--- src/rtl/decoder_nto2n_seq_pkg.sv ---
// Shared definitions for the N-to-2^N sequenced decoder family.
// Contents: mode encoding used by the top level and by the bench.
package decoder_nto2n_seq_pkg;

  // Operating mode, as carried on the 'mode' input.
  typedef enum logic {
    MODE_DIRECT = 1'b0,
    MODE_SCAN   = 1'b1
  } mode_e;

endpackage : decoder_nto2n_seq_pkg

--- src/rtl/decoder_dwell_cnt.sv ---
// Dwell counter: counts 0..DWELL-1 while run=1 and wraps to 0.
// Ports:
//   clk, rst : clock, synchronous active-high reset
//   clr      : force the count to 0 (wins over run)
//   run      : advance the count this cycle
//   tick     : combinational, high on the cycle the count sits at DWELL-1
//              while running (the cycle the owner should step)
module decoder_dwell_cnt #(
  parameter int unsigned DWELL = 4
) (
  input  logic clk,
  input  logic rst,
  input  logic clr,
  input  logic run,
  output logic tick
);

  localparam int unsigned DW_W = $clog2(DWELL) + 1;
  localparam logic [DW_W-1:0] LAST = DW_W'(DWELL - 1);

  logic [DW_W-1:0] cnt_q;
  logic [DW_W-1:0] cnt_d;

  // A clear cancels any step that would otherwise fire this cycle.
  assign tick = run && !clr && (cnt_q == LAST);

  // Next count.
  always_comb begin
    cnt_d = cnt_q;
    if (clr) begin
      cnt_d = '0;
    end else if (run) begin
      cnt_d = (cnt_q == LAST) ? '0 : cnt_q + DW_W'(1);
    end
  end

  // Count register.
  always_ff @(posedge clk) begin
    if (rst) begin
      cnt_q <= '0;
    end else begin
      cnt_q <= cnt_d;
    end
  end

endmodule : decoder_dwell_cnt

--- src/rtl/decoder_nto2n_seq.sv ---
// Registered N-to-2^N one-hot decoder with direct and scan modes.
// Optional build macro: DECODER_ACTIVE_LOW_EN makes OUT one-cold
// (reset and en=0 then drive OUT to all-ones).
// Ports:
//   clk, rst  : clock, synchronous active-high reset
//   en        : output enable; 0 blanks OUT and suppresses pulses only
//   mode      : 0 = direct decode of IN, 1 = autonomous scan
//   in_valid  : load IN into sel_q (both modes)
//   IN        : select value
//   OUT       : registered one-hot of sel_q
//   out_valid : one-cycle pulse when OUT takes a new position
//   sel_q     : currently decoded select
//   wrap      : one-cycle pulse on a scan step from OUT_W-1 to 0
module decoder_nto2n_seq
  import decoder_nto2n_seq_pkg::*;
#(
  parameter  int unsigned SEL_W = 3,
  parameter  int unsigned DWELL = 4,
  localparam int unsigned OUT_W = 2 ** SEL_W
) (
  input  logic             clk,
  input  logic             rst,
  input  logic             en,
  input  logic             mode,
  input  logic             in_valid,
  input  logic [SEL_W-1:0] IN,
  output logic [OUT_W-1:0] OUT,
  output logic             out_valid,
  output logic [SEL_W-1:0] sel_q,
  output logic             wrap
);

  localparam logic [SEL_W-1:0] SEL_MAX = '1;
`ifdef DECODER_ACTIVE_LOW_EN
  localparam logic [OUT_W-1:0] OUT_IDLE = '1;
`else
  localparam logic [OUT_W-1:0] OUT_IDLE = '0;
`endif

  logic             mode_q;
  logic             scan;
  logic             mode_chg;
  logic             cnt_clr;
  logic             tick;
  logic [SEL_W-1:0] sel_d;
  logic             ov_d;
  logic             wrap_d;
  logic [OUT_W-1:0] out_d;

  assign scan     = (mode_e'(mode) == MODE_SCAN);
  assign mode_chg = (mode != mode_q);
  // Dwell only runs in scan; loads and mode changes restart it.
  assign cnt_clr  = in_valid || mode_chg || !scan;

  decoder_dwell_cnt #(
    .DWELL (DWELL)
  ) u_dwell (
    .clk  (clk),
    .rst  (rst),
    .clr  (cnt_clr),
    .run  (scan),
    .tick (tick)
  );

  // Next select and output pulses; a load has priority over a scan step.
  always_comb begin
    sel_d  = sel_q;
    ov_d   = 1'b0;
    wrap_d = 1'b0;
    if (in_valid) begin
      sel_d = IN;
      ov_d  = en;
    end else if (tick) begin
      sel_d  = sel_q + SEL_W'(1);
      ov_d   = en;
      wrap_d = en && (sel_q == SEL_MAX);
    end
    out_d = en ? (OUT_W'(1) << sel_d) : '0;
`ifdef DECODER_ACTIVE_LOW_EN
    out_d = ~out_d;
`endif
  end

  // State and output registers.
  always_ff @(posedge clk) begin
    if (rst) begin
      mode_q    <= MODE_DIRECT;
      sel_q     <= '0;
      out_valid <= 1'b0;
      wrap      <= 1'b0;
      OUT       <= OUT_IDLE;
    end else begin
      mode_q    <= mode;
      sel_q     <= sel_d;
      out_valid <= ov_d;
      wrap      <= wrap_d;
      OUT       <= out_d;
    end
  end

endmodule : decoder_nto2n_seq

--- config.mk ---
export PLATFORM = sky130hd
export DESIGN_NAME = decoder_nto2n_seq
export DESIGN_NICKNAME = d
export VERILOG_FILES = /design/src/rtl/decoder_nto2n_seq_pkg.sv /design/src/rtl/decoder_dwell_cnt.sv /design/src/rtl/decoder_nto2n_seq.sv
export SDC_FILE = /design/constraint.sdc
export NUM_CORES = 1
export LEC_CHECK = 0
export BUFFER_PORTS_ARGS = -buffer_cell sky130_fd_sc_hd__buf_2
export CAP_MARGIN = 30
export CORE_MARGIN = 2
export CORE_UTILIZATION = 49
export CTS_CLUSTER_DIAMETER = 40
export CTS_CLUSTER_SIZE = 30
export DETAILED_ROUTE_END_ITERATION = 6
export PLACE_DENSITY = 0.73
export SLEW_MARGIN = 40
export SYNTH_ARGS = -nofsm -noshare
export SYNTH_HDL_FRONTEND = slang
export SYNTH_SLANG_ARGS = --single-unit
--- constraint.sdc ---
create_clock -name clk -period 4 [get_ports clk]
set_input_delay 0.6 -clock clk [delete_from_list [all_inputs] [get_ports clk]]
set_output_delay 0.6 -clock clk [all_outputs]
set_load 0.01 [all_outputs]
==> impl_metrics.yaml <==
power:
  p_leak_nw: 0.378
  peakVddDrop_uv: 169
  power_mw: 0.319
  p_per_area_nw_per_um2: 346
sta:
  setup_viol: 0
  whs_ps: 437
  timing.final.hold_violations: 0
  rsz0062_at_grt: "no"
  relSlewSlack: 0.710
  worstMarginPinSlew_ps: 435
  period_needed_ps: 1800
  skew_ps: 15.9
  finalMaxSlewViolations: 0
  finalCritPeriodShare: 0.451
  tns_ps: 0
  fmaxAchievable_mhz: 554
critical_path:
  rrSetupSlack_ps: 2200
  cp.arrival_ps: 1970
  worstSetupEndpoint: "OUT[2]"
  end_kind: "flip-flop"
  worstPathRequired_ps: 4170
  r2r_cells: 4
  crit_type: "flip-flop to flip-flop"
  rr_endpoint: "OUT[2]"
  r2r-start: "u_dwell.cnt_q[0]"
  critPathLaunch: "u_dwell.cnt_q[0]"
  worstSetupStartpointType: "flip-flop"
  crit_fanout: 8
synth:
  synth_top_cell_area_share: 0.431
  synth_nets: 86
  synth_top_area_cell: "dfxtp_1"
  synth_warnings: 0
  synthDistinctLibCells: 27
  syn_avg_cell_area_um2: 10.5
  synth_seq_cells: 17
  syn_inst: 75
  synth_area_um2: 790
  seq_area_frac_synth: 0.431
  netlist_top_cells_area: "dfxtp_1 (43%), a211oi_2 (6.3%), mux2i_1 (6.3%), ha_1 (4.8%), a221oi_1 (4.4%)"
clock_network:
  cts_buffers: 3
  clkLatencyLatePin_ps: 310
  clockBufferDepth: 2
  post_cts_resized: 0
  h-tree-depth: 1
  cts_tree: "done"
  hold_buffers: 0
  cts_sinks: 17
  post-cts-setup-buffers: 0
  clk_pin_slew_ps: 120
  ctsRootBufferMaster: "clkbuf_4"
flow_run:
  cap_violations: 0
routing:
  postRouteAntennaNets: 0
  drt-pass1-iter-count: 4
  wire_per_inst_um: 14.3
  wirelength_mm: 1.60
  routed-via-count: 646
  drtIter0Drc: 12
  drc_errors: 0
  vias_per_cell: 5.77
global_route:
  groute.usage.overall: 0.181
  grt_overflow: 0
  grt_max_degree: 17
  antenna_found_initial: 0
  grt_pass1_vias: 617
  grt_pass1_wl_mm: 2.59
floorplanning:
  die_w_um: 44.1
  die_area_um2: 1950
  rows: 14
  chipHeight_um: 44.1
  io-pin-count: 21
  core_area_um2: 1510
  start_util: 0.524
final_layout:
  instances_no_fill: 112
  design_area_um2: 921
  final_common_cell: "buf_2"
  fin_nets: 108
  n_antenna_cell: 0
  layout_common_cells: "buf_2 (20), dfxtp_1 (17), mux2i_1 (5)"
  drive_gt1_frac: 0.323
  syn2layout_area_growth_pct: 16.6
placed_design:
  detailed_place_hpwl_mm: 1.19
  portBuffers: 20
  gp_congestion: 0.792
  numPlacedInstances: 108
  place_area_um2: 891
run_status:
  outcome: "finished, final reports clean"
worst_hold_path:
  hold_path_class: "flip-flop to flip-flop"
## per-stage QoR
stage	setup WS, ps	utilization
final	2200	0.611
after global routing	2090	0.611
after CTS	2200	0.611
after detailed placement	2100	0.591
after global placement	2160	0.591
after floorplan	2470	-
## Yosys cell counts
library cell,instances
nor3b_1,4
nor4_1,1
nand2b_1,4
a211oi_2,4
and3b_1,2
nand2_1,3
and2b_1,1
nand4b_1,1
buf_6,1
clkbuf_1,2
a21oi_1,1
nor3_1,3
mux2i_1,5
a221oi_1,4
nor2b_1,2
and4b_1,1
ha_1,3
nor3b_2,2
nor2_1,4
nand3_1,2
a311oi_1,1
a211oi_1,1
mux2_4,1
xnor2_1,1
nand3b_1,1
dfxtp_1,17
inv_1,3
## logic make-up after synthesis
group,after synthesis,share of synthesized area
xor gates and xnor gates,1,0.0111
muxes,6,0.0824
DFF,17,0.431
adders and majority gates,3,0.0475
AOI/OAI and AO/OA,11,0.135
and+or+nand+nor,31,0.255
buffers and inverters,6,0.0380
## sequential cells by signal, indices dropped and copies added (netlist names)
register,cells
u_dwell.cnt_q,3
mode_q,1
sel_q,3
wrap,1
OUT,8
out_valid,1
## per-layer routing
metal | GRT usage | vias to the layer above | routed length (µm) | share of wire
li1 | - | 318 | - | -
met1 | 0.212 | 297 | 691 | 0.43
met2 | 0.294 | 25 | 758 | 0.47
met3 | 0.0490 | 6 | 103 | 0.064
met4 | 0.109 | 0 | 50 | 0.031
met5 | 0 | - | 0 | 0
## where the power goes
part	switching (mW)	internal [mW]
clock	0.0620	0.0382
sequential	0.00462	0.174
combinational	0.0232	0.0166
total	0.0898	0.229
## layout make-up
class                   instances  area, µm²
fillers                       132        586
multi-input cells              52        419
flip-flops and latches         17        340
repair buffers                 20        100
clock buffers                   3       22.5
well taps                      16       20.0
inverters                       3       11.3
clock inverters                 1       7.51
## critical path: stages (launching register included)
cell	delay, ps
dfxtp_1	360
ha_1	230
and4b_1	490
mux2i_1	420
a221oi_1	150
## worst min path at each step
stage | startpoint | endpoint | cells past startpoint
after floorplan | u_dwell.cnt_q[0] | u_dwell.cnt_q[0] | 1
after global placement | u_dwell.cnt_q[0] | u_dwell.cnt_q[0] | 1
after detailed placement | u_dwell.cnt_q[0] | u_dwell.cnt_q[0] | 1
after CTS | u_dwell.cnt_q[0] | u_dwell.cnt_q[0] | 1
after global routing | u_dwell.cnt_q[0] | u_dwell.cnt_q[0] | 1
final | u_dwell.cnt_q[0] | u_dwell.cnt_q[0] | 1
(Power assumes the default switching activity.)
